**src/rtl/cp0_pkg.sv**
```systemverilog
// Shared CP0 constants for the interrupt/exception controller: register
// numbers, ExcCode values, Status bit positions and the per-cycle event kind.
package cp0_pkg;

  localparam logic [4:0] CP0_COUNT   = 5'd9;
  localparam logic [4:0] CP0_COMPARE = 5'd11;
  localparam logic [4:0] CP0_STATUS  = 5'd12;
  localparam logic [4:0] CP0_CAUSE   = 5'd13;
  localparam logic [4:0] CP0_EPC     = 5'd14;

  localparam logic [4:0] EXC_INT = 5'd0;
  localparam logic [4:0] EXC_SYS = 5'd8;
  localparam logic [4:0] EXC_OV  = 5'd12;

  localparam int ST_IE     = 0;
  localparam int ST_EXL    = 1;
  localparam int ST_IM_LSB = 8;

  typedef enum logic [1:0] {
    EV_NONE = 2'd0,
    EV_ERET = 2'd1,
    EV_EXC  = 2'd2,
    EV_INT  = 2'd3
  } cp0_event_e;

endpackage

```
**src/rtl/irq_sync.sv**
```systemverilog
// Multi-flop synchroniser for the asynchronous external interrupt lines.
// Each line gets its own STAGES-deep shift chain; the last flop feeds Cause.IP.
module irq_sync #(
  parameter int WIDTH  = 6,
  parameter int STAGES = 2
) (
  input  logic             clk,
  input  logic             rst,
  input  logic [WIDTH-1:0] d,
  output logic [WIDTH-1:0] q
);

  genvar gi;
  generate
    for (gi = 0; gi < WIDTH; gi++) begin : g_line
      logic [STAGES-1:0] shift_reg;

      always_ff @(posedge clk or posedge rst) begin
        if (rst) shift_reg <= '0;
        else     shift_reg <= {shift_reg[STAGES-2:0], d[gi]};
      end

      assign q[gi] = shift_reg[STAGES-1];
    end
  endgenerate

endmodule

```
**src/rtl/cp0_intc.sv**
```systemverilog
// CP0 interrupt/exception controller: Status/Cause/EPC/Count/Compare, fixed
// priority eret > overflow > syscall > interrupt, combinational redirect.
module cp0_intc
  import cp0_pkg::*;
#(
  parameter int          NUM_IRQ     = 6,
  parameter logic [31:0] IBASE       = 32'h0000_0008,
  parameter bit          VECTORED    = 1'b1,
  parameter int          SYNC_STAGES = 2
) (
  input  logic               Clk,
  input  logic               Clrn,
  input  logic [NUM_IRQ-1:0] irq,
  input  logic [31:0]        pc,
  input  logic               exc_ov,
  input  logic               exc_sys,
  input  logic               eret,
  input  logic               mtc0,
  input  logic [4:0]         cp0_sel,
  input  logic [31:0]        wdata,
  output logic [31:0]        rdata,
  output logic               take,
  output logic [31:0]        redir_pc,
  output logic               exl
);

  localparam int NI = NUM_IRQ + 1;

  logic          ie_reg, exl_reg, timer_reg;
  logic [NI-1:0] im_reg;
  logic [4:0]    exc_code_reg;
  logic [31:0]   epc_reg, count_reg, compare_reg;

  logic [NUM_IRQ-1:0] irq_synced;
  logic [NI-1:0]      ip, pend;
  logic               int_req, found, wr_en;
  logic [31:0]        win_idx, status_rd, cause_rd;
  logic [4:0]         exc_code_next;
  cp0_event_e         ev;

  irq_sync #(.WIDTH(NUM_IRQ), .STAGES(SYNC_STAGES)) u_irq_sync (
    .clk (Clk),
    .rst (Clrn),
    .d   (irq),
    .q   (irq_synced)
  );

  assign ip      = {timer_reg, irq_synced};
  assign pend    = ip & im_reg;
  assign int_req = ie_reg & ~exl_reg & (|pend);
  assign exl     = exl_reg;

  always_comb begin
    win_idx = '0;
    found   = 1'b0;
    for (int i = 0; i < NI; i++) begin
      if (pend[i] && !found) begin
        win_idx = 32'(i);
        found   = 1'b1;
      end
    end
  end

  always_comb begin
    if (eret)                  ev = EV_ERET;
    else if (exc_ov | exc_sys) ev = EV_EXC;
    else if (int_req)          ev = EV_INT;
    else                       ev = EV_NONE;
  end

  assign exc_code_next = exc_ov ? EXC_OV : (exc_sys ? EXC_SYS : EXC_INT);
  assign take          = (ev != EV_NONE);
  // A taken redirect squashes the current instruction, including its mtc0.
  assign wr_en         = mtc0 & ~take;

  always_comb begin
    redir_pc = IBASE;
    if (ev == EV_ERET)
      redir_pc = epc_reg;
    else if (ev == EV_INT && VECTORED)
      redir_pc = IBASE + ((win_idx + 32'd1) << 5);
  end

  always_comb begin
    status_rd                   = '0;
    status_rd[ST_IE]            = ie_reg;
    status_rd[ST_EXL]           = exl_reg;
    status_rd[ST_IM_LSB +: NI]  = im_reg;
    cause_rd                    = '0;
    cause_rd[6:2]               = exc_code_reg;
    cause_rd[ST_IM_LSB +: NI]   = ip;
  end

  always_comb begin
    case (cp0_sel)
      CP0_COUNT:   rdata = count_reg;
      CP0_COMPARE: rdata = compare_reg;
      CP0_STATUS:  rdata = status_rd;
      CP0_CAUSE:   rdata = cause_rd;
      CP0_EPC:     rdata = epc_reg;
      default:     rdata = '0;
    endcase
  end

  always_ff @(posedge Clk or posedge Clrn) begin
    if (Clrn) begin
      ie_reg       <= 1'b0;
      exl_reg      <= 1'b0;
      im_reg       <= '0;
      exc_code_reg <= '0;
      epc_reg      <= '0;
      count_reg    <= '0;
      compare_reg  <= 32'hFFFF_FFFF;
      timer_reg    <= 1'b0;
    end else begin
      count_reg <= (wr_en && cp0_sel == CP0_COUNT) ? wdata : count_reg + 32'd1;

      // Writing Compare acknowledges the timer and wins over a same-cycle match.
      if (wr_en && cp0_sel == CP0_COMPARE) begin
        compare_reg <= wdata;
        timer_reg   <= 1'b0;
      end else if (count_reg == compare_reg) begin
        timer_reg <= 1'b1;
      end

      case (ev)
        EV_ERET: exl_reg <= 1'b0;
        EV_EXC, EV_INT: begin
          exl_reg      <= 1'b1;
          epc_reg      <= pc;
          exc_code_reg <= exc_code_next;
        end
        default: begin
          if (wr_en && cp0_sel == CP0_STATUS) begin
            ie_reg  <= wdata[ST_IE];
            exl_reg <= wdata[ST_EXL];
            im_reg  <= wdata[ST_IM_LSB +: NI];
          end
          if (wr_en && cp0_sel == CP0_EPC) epc_reg <= wdata;
        end
      endcase
    end
  end

endmodule

```
**config.mk**
```make
export PLATFORM = sky130hd
export DESIGN_NAME = cp0_intc
export DESIGN_NICKNAME = d
export VERILOG_FILES = /design/src/rtl/cp0_pkg.sv /design/src/rtl/irq_sync.sv /design/src/rtl/cp0_intc.sv
export SDC_FILE = /design/constraint.sdc
export NUM_CORES = 1
export LEC_CHECK = 0
export CAP_MARGIN = 20
export CORE_ASPECT_RATIO = 1.75
export CORE_MARGIN = 1.5
export CORE_UTILIZATION = 52
export DETAILED_ROUTE_END_ITERATION = 8
export PLACE_DENSITY = 0.91
export SYNTH_ARGS = -nofsm -noshare
export SYNTH_HDL_FRONTEND = slang
export SYNTH_SLANG_ARGS = --single-unit
```
**constraint.sdc**
```tcl
create_clock -name Clk -period 6.85 [get_ports Clk]
set_input_delay 0.685 -clock Clk [delete_from_list [all_inputs] [get_ports Clk]]
set_output_delay 0.685 -clock Clk [all_outputs]
set_load 0.02 [all_outputs]
```
==> results of run 1 <==
==> cell usage in the layout (no fill, tap or decap), types with 2 or more instances in the layout <==
master / count
a21oi_1: 36
a221o_1: 36
a22o_1: 2
a22oi_1: 2
and2_1: 31
and3_1: 4
buf_4: 8
bufinv_16: 5
clkbuf_1: 3
clkbuf_16: 17
clkbuf_8: 5
clkdlybuf4s50_1: 145
dfrtp_1: 88
dfstp_2: 32
ha_1: 2
inv_1: 8
mux2_2: 16
mux2_4: 29
mux2i_1: 40
nand2_1: 38
nand3_1: 14
nand4_1: 13
nand4bb_1: 2
nor2_1: 49
nor2b_1: 32
nor3_1: 5
nor4_1: 11
o21ai_0: 29
xnor2_1: 12
xor2_1: 51
==> stage by stage <==
stage          setup WS (ps)  instances  hold slack (ps)  power [mW]
3_3_place_gp            2810        929              340        1.28
6_report                2590        961              353        2.30
4_1_cts                 2620        961              356        2.30
2_1_floorplan           3030        649              331        1.12
5_1_grt                 2420        961              362        2.38
3_5_place_dp            2670        929              337        1.29
==> cells by family (layout without fill, tap and decap cells) <==
kind of cell | Yosys count | in the layout
xor+xnor | 63 | 63
buf+inv | 54 | 195
fa+ha+maj | 2 | 2
flops | 120 | 120
simple gates | 211 | 211
mux | 85 | 85
compound gates | 114 | 114
==> power by group <==
group	internal (mW)	switching, mW
clock	0.695	0.317
combinational	0.203	0.193
sequential	0.792	0.104
total	1.69	0.613
==> area by class of cell <==
class | instances | area, sq um | area share
Clock inverter | 7 | 164 | 0.0182
Timing Repair Buffer | 154 | 1520 | 0.168
Inverter | 9 | 36.3 | 0.00403
Sequential cell | 120 | 3040 | 0.338
Multi-Input combinational cell | 475 | 3530 | 0.392
Tap cell | 171 | 214 | 0.0237
Clock buffer | 25 | 505 | 0.0561
==> cells in the mapped netlist, types with 6 or more instances <==
library cell / number
dfrtp_1: 88
xor2_1: 51
nor2_1: 50
mux2i_1: 40
nand2_1: 38
a21oi_1: 37
a221o_1: 36
clkbuf_1: 34
dfstp_2: 32
nor2b_1: 32
and2_1: 31
mux2_4: 29
o21ai_0: 29
mux2_2: 16
nand3_1: 15
nand4_1: 13
xnor2_1: 12
nor4_1: 11
inv_1: 9
buf_1: 6
nor3_1: 6
==> path summary, 6_finish.rpt <==
kind,startpoint,endpoint
hold reg to reg,u_irq_sync.g_line[2].shift_reg[0]$_DFF_PP0_,u_irq_sync.g_line[2].shift_reg[1]$_DFF_PP0_
min in group asynchronous,Clrn,u_irq_sync.g_line[2].shift_reg[1]$_DFF_PP0_
hold / removal,u_irq_sync.g_line[2].shift_reg[0]$_DFF_PP0_,u_irq_sync.g_line[2].shift_reg[1]$_DFF_PP0_
max in group asynchronous,Clrn,epc_reg[2]$_DFFE_PP0P_
setup / recovery,cp0_sel[1],rdata[16]
setup reg to reg,im_reg[4]$_DFFE_PP0P_,compare_reg[28]$_DFFE_PP1P_
==> metal layers <==
layer  track usage  vias up
li1              -     2567
met1         0.344     2875
met2         0.550      247
met3        0.0531       66
met4         0.139        0
met5             0        -
==> worst max-delay path: stages <==
cell and delay (ps):
buf_2 810, inv_1 220, nor3_2 520, buf_4 420
nand2_1 100, o21ai_0 120, clkdlybuf4s50_1 650
==> summary.txt, run 1 <==
Global route
  • Vias in the first global route: between 6000 and 7000
  • Initial antenna violation count: 0
  • First-pass GRT wire length: between 30 and 40 mm
  • Largest net degree at the start of global routing: 75
  • Gr ovfl total: 0
  • Global Route Usage Sum: 0.307

Clock tree
  • Cts repair resizes: 0
  • Max clock buf depth: 2
  • CTS Sinks: 120
  • CTS tree: yes
  • H-tree depth: 4
  • Clk_lat worst skew: roughly 420 ps
  • Hold-fix buffers, CTS: 0
  • CTS clock-pin slew for the worst setup and hold paths: ~60 ps
  • Clk Tree Root Cell: clkbuf_16
  • CTS buffer count: 17
  • Post-CTS Repair Setup Buffers: 0

Pwr
  • Power per cell area: about 260 mW/mm^2
  • Worst ir drop on vdd: approximately 0.00021 V
  • P_leak: between 3 and 4 nW

Worst hold path
  • Worst min path class: reg -> reg
  • Cells on Worst Hold Path: 0

Place
  • Post-DP HPWL: approximately 14 mm
  • Placed inst area: 0.00834 sq mm
  • Final Wtd Congestion: about 0.91
  • IO Port Bufs: 146

Worst setup path
  • Reg2reg setup slack: roughly 3700 ps
  • Reg2reg path depth: 5
  • Maximum fanout along the worst path: 35
  • Crit. End Element: output pin
  • CP Class: in -> out
  • Critical Path RT: 6160 ps
  • CP startpoint kind: input port
  • Crit path DAT: approximately 3600 ps

Synthesis
  • Synth Area in Adders: 0.00369
  • Post-synth EDFFs: 0
  • Syn Area/Cell: 10.5 sq um
  • Post-synth top flop: dfrtp_1
  • Synthesized flop and latch total: 120
  • Compound-Gate Fraction of Synth Area: 0.117
  • Simple-Gate Fraction of Synth Area: 0.166
  • YS warnings: 0
  • Synth cell types: between 40 and 50
  • Top area cells in the synthesized netlist: dfrtp_1 (32%), dfstp_2 (12%), xor2_1 (6.6%), mux2_4 (6.4%), mux2i_1 (5.9%)
  • Largest family of logic cells by synthesized area: simple AND/OR/NAND/NOR gates
  • Syn Std Cell Area: 0.00678 sq mm
  • Post-synthesis mux area share: 0.150
  • Async SR Flop Fraction: 1.00
  • Post-synthesis cell count: between 600 and 700
  • Post-synthesis xor/xnor area fraction: 0.0814
  • Yosys top cell area share: 0.325
  • Dominant cell type by area after synthesis: dfrtp_1
  • Syn nets: between 700 and 800
  • Seq/Total Area, Yosys: 0.449

Routing
  • Wire length on met2: between 10 and 15 mm
  • Iter 0 DRT Violations: 367
  • Remaining DRCs: 0
  • Post-route ant nets: 0
  • M1 WL: 7.52 mm
  • Total length of routed met3 wires: 931 um
  • Detailed-route via count: roughly 5800
  • Vias per cell: approximately 6.0
  • Drt total wl: between 20 and 25 mm
  • Top Metal Used: met4
  • 1st-pass router iterations: 5
  • WL per Instance: around 21 um

Timing
  • Fmax: ~240 MHz
  • Final TNS setup: 0 ps
  • Final period util: 0.621
  • Worst Clk Skew: between 9 and 10 ps
  • Final Hold Viols: 0
  • Slew headroom: 0.233
  • Worst-Margin Slew: 1150 ps
  • Post-layout min period: around 4300 ps
  • Max Slew Vio Count: 0
  • RSZ-0062 raised after global routing: no
  • Final setup vio count: 0

Floorplanning
  • Initial Utilization: 0.530
  • Die Area: roughly 0.014 sq mm
  • Core Region: roughly 0.013 sq mm
  • Die Width: 89.3 um
  • Die Height: between 150 and 200 um
  • # IOs: between 100 and 150
  • Row cnt: 55

Final layout
  • Fraction of layout cells with a size suffix above 1: 0.159
  • Nets: 860
  • Syn-to-layout area delta: 32.9%
  • # diodes: 0
  • Final Cell Area: 0.00901 sq mm
  • Final core utilization: 0.704
  • Total of fill cells in the finished design: between 900 and 1000

Job
  • Max cap viols: 0

Run status
  • Status: finished clean
(Power assumes the default switching activity.)
==> inputs of run 2 (changes only) <==
==> constraint.sdc (replaced) <==
create_clock -name Clk -period 4.1 [get_ports Clk]
set_input_delay 0.41 -clock Clk [delete_from_list [all_inputs] [get_ports Clk]]
set_output_delay 0.41 -clock Clk [all_outputs]
set_load 0.02 [all_outputs]
==> summary.txt, run 2 (synthesis gave the netlist of run 1 again) <==
Worst hold path
  • Worst min path class: reg -> reg

Timing
  • Worst Clk Skew: 8.46 ps (-0.717 ps)
  • Post-layout min period: around 3300 ps
  • Final worst setup slack: 812 ps (-1780 ps)
  • Final period util: 0.802
  • Final setup vio count: 0 (unchanged)
  • Slew headroom: 0.415 (+0.182)
  • RSZ-0062 raised after global routing: no
  • Final Hold Viols: 0 (unchanged)
  • Final TNS setup: 0 ps (unchanged)
  • Max Slew Vio Count: 0 (unchanged)
  • Fmax: between 300 and 400 MHz
  • Worst-Margin Slew: 870 ps (-280 ps)

Clock tree
  • Post-CTS Repair Setup Buffers: 0 (unchanged)
  • Cts repair resizes: 0 (unchanged)
  • Max clock buf depth: 2 (unchanged)
  • Hold-fix buffers, CTS: 0 (unchanged)
  • CTS Sinks: 120 (unchanged)
  • CTS clock-pin slew for the worst setup and hold paths: 60 ps (about the same)
  • H-tree depth: 4 (unchanged)
  • CTS buffer count: 17 (unchanged)
  • Clk_lat worst skew: 420 ps (about the same)
  • CTS tree: yes
  • Clk Tree Root Cell: clkbuf_16

Pwr
  • P_leak: 3.89 nW (+0.22%)
  • Worst ir drop on vdd: 0.000297 V (+41%)
  • Power Total: 3.84 mW (+67%)
  • Power per cell area: 425 mW/mm^2 (+66%)

Place
  • IO Port Bufs: 146 (unchanged)
  • Final Wtd Congestion: 0.905 (-0.91%)
  • Post-DP HPWL: 13.9 mm (-1.2%)
  • Placed insts: 932 (+0.32%)
  • Worst slack at placement: 952 ps (-1720 ps)
  • Placed inst area: 0.00838 sq mm (+0.42%)

Floorplanning
  • Die Width: 89.3 um (unchanged)
  • # IOs: 147 (unchanged)
  • Core Region: 0.0128 sq mm (unchanged)
  • Die Area: 0.0138 sq mm (unchanged)
  • Die Height: 154 um (unchanged)
  • Row cnt: 55 (unchanged)
  • Initial Utilization: 0.530 (unchanged)

Routing
  • Detailed-route via count: 5859 (+1.8%)
  • WL per Instance: 21.3 um (-0.44%)
  • 1st-pass router iterations: 6 (+1)
  • Drt total wl: 20.5 mm (-0.13%)
  • Iter 0 DRT Violations: 496 (+35%)
  • Remaining DRCs: 0 (unchanged)
  • Post-route ant nets: 0 (unchanged)
  • Vias per cell: 6.08 (+1.5%)

Final layout
  • Fraction of layout cells with a size suffix above 1: 0.166 (+0.00696)
  • Total of fill cells in the finished design: 856 (-6.1%)
  • Syn-to-layout area delta: 33.3%
  • Final Cell Area: 0.00904 sq mm (+0.32%)
  • # diodes: 0 (unchanged)
  • Area of the multi-input gates: 0.00353 sq mm (unchanged)
  • Register area: 0.00304 sq mm (unchanged)
  • Commonest non-fill, non-tap cell in the layout: clkdlybuf4s50_1
  • Non-Filler Instances: 964 (+0.31%)
  • Nets: 863 (+0.35%)
  • Commonest non-fill, non-tap cells in the layout: clkdlybuf4s50_1 (145), dfrtp_1 (88), xor2_1 (51)

Job
  • Max cap viols: 0 (unchanged)

Worst setup path
  • WP buf/inv: 1 (-3)
  • CP max stage cell: clkdlybuf4s50_1
  • Slowest stage delay, CP: 600 ps (-210 ps)
  • CP Class: reg -> out
  • Reg2reg setup slack: 1250 ps (-2490 ps)
  • Crit path max-delay family: compound AO/OA/AOI/OAI gates
  • CP startpoint kind: flop
  • Crit path DAT: 2880 ps (-690 ps)
  • Ordered cell list for the critical path: a22oi_1, nand2_1, o21ai_0, ha_1, xor2_1, a22o_1, clkdlybuf4s50_1
  • Crit. End Element: output pin
  • Maximum fanout along the worst path: 4 (-89%)
  • Critical Path RT: 3690 ps (-2470 ps)

Global route
  • First-pass GRT wire length: 32.1 mm (+0.20%)
  • Largest net degree at the start of global routing: 68 (-9.3%)
  • Vias in the first global route: 6156 (+1.7%)
  • Global Route Usage Sum: 0.309 (+0.00132)
  • Initial antenna violation count: 0 (unchanged)
  • Gr ovfl total: 0 (unchanged)

Run status
  • Status: finished clean
==> run 2: worst paths after layout <==
path,start,end,cells after the start
min reg2reg,u_irq_sync.g_line[4].shift_reg[0]$_DFF_PP0_,u_irq_sync.g_line[4].shift_reg[1]$_DFF_PP0_,0
min,u_irq_sync.g_line[4].shift_reg[0]$_DFF_PP0_,u_irq_sync.g_line[4].shift_reg[1]$_DFF_PP0_,0
max in group asynchronous,Clrn,compare_reg[15]$_DFFE_PP1P_,3
max,im_reg[3]$_DFFE_PP0P_,redir_pc[7],7
min in group asynchronous,Clrn,epc_reg[10]$_DFFE_PP0P_,2
max reg2reg,im_reg[4]$_DFFE_PP0P_,compare_reg[22]$_DFFE_PP1P_,6
==> run 2: metal layers <==
metal | wire (um) | vias to the layer above | GRT usage
met5 | 0 | - | 0
met4 | 1000 | 0 | 0.163
met3 | 1220 | 76 | 0.0596
met2 | 11000 | 341 | 0.532
met1 | 7250 | 2879 | 0.350
li1 | - | 2563 | -
==> run 2: where the power goes <==
group	switching [mW]	internal, mW	leakage, nW
logic	0.329	0.341	2.15
registers	0.173	1.32	1.42
clock network	0.549	1.12	0.318
==> run 2: through the flow <==
step | hold slack (ps) | utilization
2_1_floorplan | 331 | -
3_3_place_gp | 338 | 0.655
3_5_place_dp | 337 | 0.655
4_1_cts | 350 | 0.706
5_1_grt | 361 | 0.706
6_report | 350 | 0.706
==> run 2: final cells by class <==
class                   count  share of cell area
inverters                   9             0.00401
clock inverters            12              0.0217
multi-input cells         475               0.391
flip-flops and latches    120               0.337
clock buffers              20              0.0516
well taps                 171              0.0237
repair buffers            157               0.172
